--- src/rtl/send_bram_stream.sv ---
// rtl/send_bram_stream.sv - streams N BRAM samples out as AXIS beats; define SEND_BRAM_CONJ_EN to negate the im half
module send_bram_stream #(
    parameter int BRAM_LATENCY = 1,
    parameter int ADDR_W       = 13
) (
    input  logic              aclk,
    input  logic              aresetn,
    input  logic [ADDR_W-1:0] N,
    input  logic              start,
    output logic              busy,
    output logic              done,
    output logic [ADDR_W-1:0] bram_addr,
    output logic              bram_en,
    input  logic [31:0]       bram_rdata,
    output logic [31:0]       m_tdata,
    output logic              m_tvalid,
    input  logic              m_tready,
    output logic              m_tlast
);
    localparam int D  = BRAM_LATENCY + 2;
    localparam int PW = $clog2(D);
    localparam int CW = $clog2(D + 1);
    localparam int IW = CW + 1;

    typedef enum logic [1:0] {IDLE, RUN, DRAIN} state_t;
    state_t state, state_nxt;

    logic [ADDR_W-1:0]     n_reg, issue_addr;
    logic [BRAM_LATENCY-1:0] tag_v, tag_last;
    logic [31:0]           fifo_data [2**PW];
    logic [2**PW-1:0]      fifo_last;
    logic [PW-1:0]         wr_ptr, rd_ptr;
    logic [CW-1:0]         fifo_count;
    logic [IW-1:0]         inflight;
    logic                  done_r, done_nxt;
    logic                  issue_last, push, pop, accept;
    logic [31:0]           wdata;

    function automatic logic [PW-1:0] ptr_inc(input logic [PW-1:0] p);
        return (p == PW'(D - 1)) ? '0 : p + PW'(1);
    endfunction

    always_comb begin
        inflight = '0;
        for (int i = 0; i < BRAM_LATENCY; i++) inflight = inflight + IW'(tag_v[i]);
    end

    // Credit rule: a read is only issued if its data is sure to find a FIFO slot.
    assign bram_en    = (state == RUN) && ((IW'(fifo_count) + inflight) < IW'(D));
    assign bram_addr  = issue_addr;
    assign issue_last = (issue_addr == n_reg - ADDR_W'(1));
    assign accept     = (state == IDLE) && start && (N != '0);
    assign push       = tag_v[BRAM_LATENCY-1];
    assign m_tvalid   = (fifo_count != '0);
    assign m_tdata    = fifo_data[rd_ptr];
    assign m_tlast    = m_tvalid & fifo_last[rd_ptr];
    assign pop        = m_tvalid & m_tready;
    assign busy       = (state != IDLE);
    assign done       = done_r;

`ifdef SEND_BRAM_CONJ_EN
    assign wdata = {16'd0 - bram_rdata[31:16], bram_rdata[15:0]};
`else
    assign wdata = bram_rdata;
`endif

    always_ff @(posedge aclk) begin
        if (!aresetn) begin
            state  <= IDLE;
            done_r <= 1'b0;
        end else begin
            state  <= state_nxt;
            done_r <= done_nxt;
        end
    end

    always_comb begin
        state_nxt = state;
        done_nxt  = 1'b0;
        case (state)
            IDLE: begin
                if (start) begin
                    if (N != '0) state_nxt = RUN;
                    else         done_nxt  = 1'b1;
                end
            end
            RUN: begin
                if (bram_en && issue_last) state_nxt = DRAIN;
            end
            DRAIN: begin
                if (pop && m_tlast) begin
                    state_nxt = IDLE;
                    done_nxt  = 1'b1;
                end
            end
            default: state_nxt = IDLE;
        endcase
    end

    always_ff @(posedge aclk) begin
        if (!aresetn) begin
            n_reg      <= '0;
            issue_addr <= '0;
            tag_v      <= '0;
            tag_last   <= '0;
            wr_ptr     <= '0;
            rd_ptr     <= '0;
            fifo_count <= '0;
            fifo_last  <= '0;
            for (int i = 0; i < 2**PW; i++) fifo_data[i] <= '0;
        end else begin
            if (accept) begin
                n_reg      <= N;
                issue_addr <= '0;
            end else if (bram_en) begin
                issue_addr <= issue_addr + ADDR_W'(1);
            end
            // Tags travel alongside the BRAM pipeline so returning data knows it is valid/last.
            tag_v[0]    <= bram_en;
            tag_last[0] <= bram_en & issue_last;
            for (int i = 1; i < BRAM_LATENCY; i++) begin
                tag_v[i]    <= tag_v[i-1];
                tag_last[i] <= tag_last[i-1];
            end
            if (push) begin
                fifo_data[wr_ptr] <= wdata;
                fifo_last[wr_ptr] <= tag_last[BRAM_LATENCY-1];
                wr_ptr            <= ptr_inc(wr_ptr);
            end
            if (pop) rd_ptr <= ptr_inc(rd_ptr);
            fifo_count <= fifo_count + CW'(push) - CW'(pop);
        end
    end
endmodule
--- config.mk ---
export PLATFORM = sky130hd
export DESIGN_NAME = send_bram_stream
export DESIGN_NICKNAME = d
export VERILOG_FILES = /design/src/rtl/send_bram_stream.sv
export SDC_FILE = /design/constraint.sdc
export NUM_CORES = 1
export LEC_CHECK = 0
export CORE_ASPECT_RATIO = 0.9
export CORE_MARGIN = 2
export CORE_UTILIZATION = 35
export DETAILED_ROUTE_END_ITERATION = 10
export GPL_ROUTABILITY_DRIVEN = 0
export MAX_ROUTING_LAYER = met4
export SLEW_MARGIN = 20
export SYNTH_ARGS = -nofsm -noshare
export SYNTH_HDL_FRONTEND = slang
export SYNTH_SLANG_ARGS = --single-unit
--- constraint.sdc ---
create_clock -name aclk -period 2.4 [get_ports aclk]
set_input_delay 0.48 -clock aclk [delete_from_list [all_inputs] [get_ports aclk]]
set_output_delay 0.48 -clock aclk [all_outputs]
set_load 0.01 [all_outputs]
==> After elaboration in Yosys (flattened, before gate mapping) <==
Memory sizes are Yosys's and may differ from the RTL's. A register that Yosys moved wholly into a read port is not among the register bits.
Cells that the tools add are included.
W data, S select, Z words.
{ "classes": {"bitwise_logic": 4, "reduce_logical": 13, "mux": 25, "order_cmp": 4, "eq_ne": 9, "addsub": 7} }
{ "ops": {"columns": ["operator", "n"], "rows": [
  ["$mux W32", 1],
  ["$reduce_or A32 Y1", 1],
  ["$mux W2", 9],
  ["$add A13 B1 Y13 const B", 1],
  ["$eq A13 B13 Y1", 1],
  ["$reduce_bool A13 Y1", 1],
  ["$sub A13 B1 Y13 const B", 1],
  ["$mux W1", 10],
  ["$eq A2 B2 Y1 const B", 3],
  ["$logic_and A1 B1 Y1", 6],
  ["$lt A2 B3 Y1 const B", 2],
  ["$pmux W2 S3", 1],
  ["$add A2 B1 Y2 const B", 2],
  ["$bwmux W4", 1],
  ["$ne A2 B1 Y1 const B", 2],
  ["$ne A2 B2 Y1 const B", 2],
  ["$reduce_and A4 Y1", 1],
  ["$reduce_bool A2 Y1", 2],
  ["$add A2 B1 Y3", 1],
  ["$and A1 B1 Y1", 3],
  ["$lt A3 B2 Y1 const B", 1],
  ["$add A2 B1 Y2", 1],
  ["$bmux W1 S2", 1],
  ["$demux W1 S2", 1],
  ["7 further kinds", 7]
]} }
{ "word_totals": {"input_bits": 49, "ramBits": 128, "mem_count": 1, "regBits": 41} }
{ "memory_table": {"columns": ["memory", "words", "width", "rd", "rd_ports_with_merged_regs", "wr", "line_no", "text"], "rows": [
  ["fifo_data", 4, 32, 1, 1, 4, "30", "logic [31:0] fifo_data [2**PW];"]
]} }

==> Depth between registers and ports, before layout <==
{ "depth": {"depth_word": 6, "depth_mapped": 9, "mapped_depth_nobuf": 8} }

==> Worst setup path before layout <==
No wires, ideal clock.
{ "synth_timing": {"path_kind": "reg2reg", "start": "register fifo_count[0]", "end": "register state[0]", "required_ps": 2272, "path_stages_with_launch": 10, "arrival_ps": 2051, "synth_period_minus_slack_ps": 2179, "setup_ps": 128, "slack_ps": 221, "path_cell_list": "dfxtp_1 > ha_1 > ha_1 > nor3b_1 > and2_1 > buf_2 > o21ai_0 > a2111o_1 > o41ai_1 > a21oi_1"} }
{ "synth_via": {"elab_chain_len": 6} }
{ "synth_rtl": {"columns": ["element", "line_no", "text"], "rows": [
  ["start, declared", "33", "logic [CW-1:0] fifo_count;"],
  ["start signal, assigned", "131", "fifo_count <= fifo_count + CW'(push) - CW'(pop);"],
  ["$add A2 B1 Y3", "49", "assign bram_en = (state == RUN) && ((IW'(fifo_count) + inflight) < IW'(D));"],
  ["$lt A3 B2 Y1", "49", null],
  ["$logic_and A1 B1 Y1", "49", null],
  ["named net bram_en", "13", "output logic bram_en,"],
  ["$logic_and A1 B1 Y1", "88", "if (bram_en && issue_last) state_nxt = DRAIN;"],
  ["$ne A2 B1 Y1 (no line)", null, null],
  ["$reduce_and A4 Y1 (no line)", null, null],
  ["end signal, assigned", "72", "state <= state_nxt;"],
  ["end, declared", "26", "state_t state, state_nxt;"]
]} }
The timed path passes the listed nets, and every way through them passes these cells.
A chain may end at the register's enable or synchronous reset.

==> metrics.md <==
| Metric | Value |
|---|---|
| Critical-path cell list | buf_12 -> buf_4 -> mux4_2 -> clkdlybuf4s15_1 |
| Sw power | 0.00201 W |
| Switch share | 26.5% |
| Crit Path Max Fanout | 12 |
| Share of Yosys cell area claimed by the top area cell type | 50.7% |
| CTS tree | yes |
| Final setup TNS | 0 ns |
| Leakage | ~3.7 nW |
| First-pass DRT Iterations | 4 |
| Final Slew Violations | 0 |
| PD cells | 791 nW/um^2 |
| FF-to-FF End | state[0] |
| Hold Path End | wr_ptr[1] |
| Top area cells in the synthesized netlist | edfxtp_1, dfxtp_1, mux4_2, nor2_1, nand2_1 |
| Seq pwr share | a little under half |
| DP Wirelength | approximately 11000 um |
| Core area | 21400 sq um |
| Clock buffer depth | 2 |
| M1 WL | approximately 7600 um |
| Area delta synth->final | 26.5% |
| Synth warn | 0 |
| WL final | ~17000 um |
| CTS Hold Bufs | 0 |
| Cell area after placement | 8960 sq um |
| Global-route wire length before repair | 27300 um |
| # IOs | 99 |
| Hold Path Class | flop to flop |
| Skew-Pair Late Insertion Delay | 0.43 ns |
| Reg2Reg Launch Point | push |
| Buf/Inv on CP | 3 |
| Ys async rst share | 0% |
| Hold WS | 0.512 ns |
| Clk_skew | 0.0116 ns |
| Startpoint types | flop |
| H-tree depth | 4 |
| RSZ-0062 raised after global routing | false |
| Synth area leader | edfxtp_1 |
| Max-slew headroom | between 60 and 70% |
| Gate Count Post-Synth | 605 |
| DR iter-0 viols | 250 |
| Post-synthesis sequential area ratio | slightly above 60% |
| Fmax | 430 MHz |
| Slowest CP cell | mux4_2 |
| Clock sink count | 171 |
| EDFF count, synth | 128 |
| Top layer in use | met4 |
| Largest net degree at the start of global routing | 33 |
| Fin area | 9580 sq um |
| Worst vdd ir | 0.472 mV |
| Syn Nets | 660 |
| Routed Antenna Nets | 0 |
| Clock share of power | 36.2% |
| Drt wl/cell | 17.0 um |
| Final worst slack | 0.0723 ns |
| Final hold violation count | 0 |
| Max FFs per register | 128 |
| Root buf cell | clkbuf_16 |
| Share of cells above drive strength 1 | 15.2% |
| Gr usage total | 16.1% |
| Die ar. | 22800 sq um |
| Starting Density | 35.3% |
| Synthesized area per cell | 12.5 sq um |
| Met3 WL post-DR | approximately 800 um |
| Via count | 4970 |
| DIE HEIGHT | 144 um |
| Tightest Pin Transition | 0.588 ns |
| Min Tclk post-route | 2.33 ns |
| Initial antenna violation count | 0 |
| PortBufs | 98 |
| CTS buffer count | 17 |
| Yosys cell types | 42 |
| Max incr delay on CP | 0.50 ns |
| MaxCap Viol Count | 0 |
| Diodes inserted | 0 |
| Status | complete, no violations |
| Number of global-route vias before repair | 5116 |
| Hold Startpoint | wr_ptr[1] |
| Final #Nets | 765 |
| Worst hold path depth | 2 |
| Fin crit share | 97.0% |
| Main synth FF type | edfxtp_1 |
| Seq cells post-synth | ~170 |
| Met2 wire len | 8550 um |
| Worst Setup Path Type | flop to output pin |
| DRC viols | 0 |
| Clk slew on worst S/H paths | 0.07 ns |
| Int Pwr | 0.00557 W |
| GRT overflow | 0 |
| Dpl ws | 0.0886 ns |
| Path depth of the worst reg2reg path | 8 |
| Worst Path Arrival | 1.85 ns |
| FP Rows | 51 |
| Chip width | 159 um |
| Delay-heaviest family, CP | buffers and inverters |
| Drt via density | 4.90 |
| Combinational share of power | 18.6% |
| FF-to-FF setup slack | 0.15 ns |
| Pwr Total | 0.00758 W |
| Final setup viols | 0 |
| Crit end category | output pin |
| Synth Cell Area | ~7600 sq um |
| Worst EP required | between 1.5 and 2 ns |
[worst max path at each step]
stage,startpoint,to,slack (ns),cells after the start
finish,flop,m_tdata[17],0.07,4
global route,flop,m_tdata[2],0.0006,3
CTS,flop,m_tdata[22],0.0008,4
detailed placement,n_reg[0],state[0],0.09,8
global placement,n_reg[0],state[0],0.13,8
floorplan,fifo_count[0],state[0],0.22,9
[repair_timing]
item | 4_1_cts | 5_1_grt
endpoints found under the setup margin | 34 | 11
resized for setup | 41 | 9
setup buffers | 4 | 1
pin swaps | 1 | 3
[power by group through the flow]
stage	Combinational, W	Sequential (W)	Clock [W]
global route	0.00152	0.00344	0.00293
global placement	0.00146	0.00347	0
floorplan	0.000825	0.00345	0
detailed placement	0.00147	0.00349	0
CTS	0.00140	0.00342	0.00281
finish	0.00141	0.00342	0.00275
[synth_stat cells (all sizes together) (8+ instances only)]
cell,instances
a21oi,9
buf,8
clkbuf,28
dfxtp,43
edfxtp,128
inv,39
mux2i,19
mux4,33
nand2,52
nor2,119
nor2b,19
nor3,8
xnor2,15
xor2,12
[per-stage QoR]
step                      cells  utilization [%]
after floorplan             605                -
after global placement      977             41.8
after detailed placement    977             41.8
after CTS                  1013             44.6
after global routing       1014             44.7
final                      1014             44.7
[worst min-delay path: stages (launching register included)]
cell	delay [ns]
dfxtp_1	0.34
nand2_1	0.06
a21boi_0	0.07
[layout make-up]
cell class | count | area [sq um]
fillers | 1983 | 11900
flip-flops and latches | 171 | 4710
repair buffers | 122 | 1180
clock buffers | 17 | 425
multi-input cells | 359 | 2590
clock inverters | 15 | 168
well taps | 291 | 364
inverters | 39 | 146
[routing by layer]
| metal | track usage, % | vias to the layer above |
|---|---|---|
| met5 | - | - |
| li1 | - | 2335 |
| met1 | 19.3 | 2468 |
| met3 | 4.07 | 22 |
| met2 | 27.0 | 145 |
| met4 | 5.22 | 0 |
[cells by family (layout without fill, tap and decap cells)]
kind of cell    Yosys count  in the layout  share of synthesized area, %
simple gates            247            247                          14.9
flops                   171            171                          62.1
buf+inv                  75            193                          3.95
mux                      53             53                          12.5
xor+xnor                 27             27                          3.12
compound gates           26             26                          2.46
fa+ha+maj                 6              6                         0.991
[cells in the final DEF (no fill, tap or decap), types with 6 or more instances in the layout]
master / instances
a21oi_1: 9
and2_1: 6
buf_4: 20
clkbuf_16: 17
clkdlybuf4s15_1: 9
clkdlybuf4s50_1: 64
dfxtp_1: 40
dlygate4sd2_1: 24
edfxtp_1: 128
inv_1: 39
inv_6: 7
mux2i_1: 19
mux4_2: 33
nand2_1: 48
nand2b_1: 6
nand4_1: 6
nor2_1: 119
nor2b_1: 19
nor3_1: 8
xnor2_1: 15
xor2_1: 12
Power figures use the tool's default switching activity.
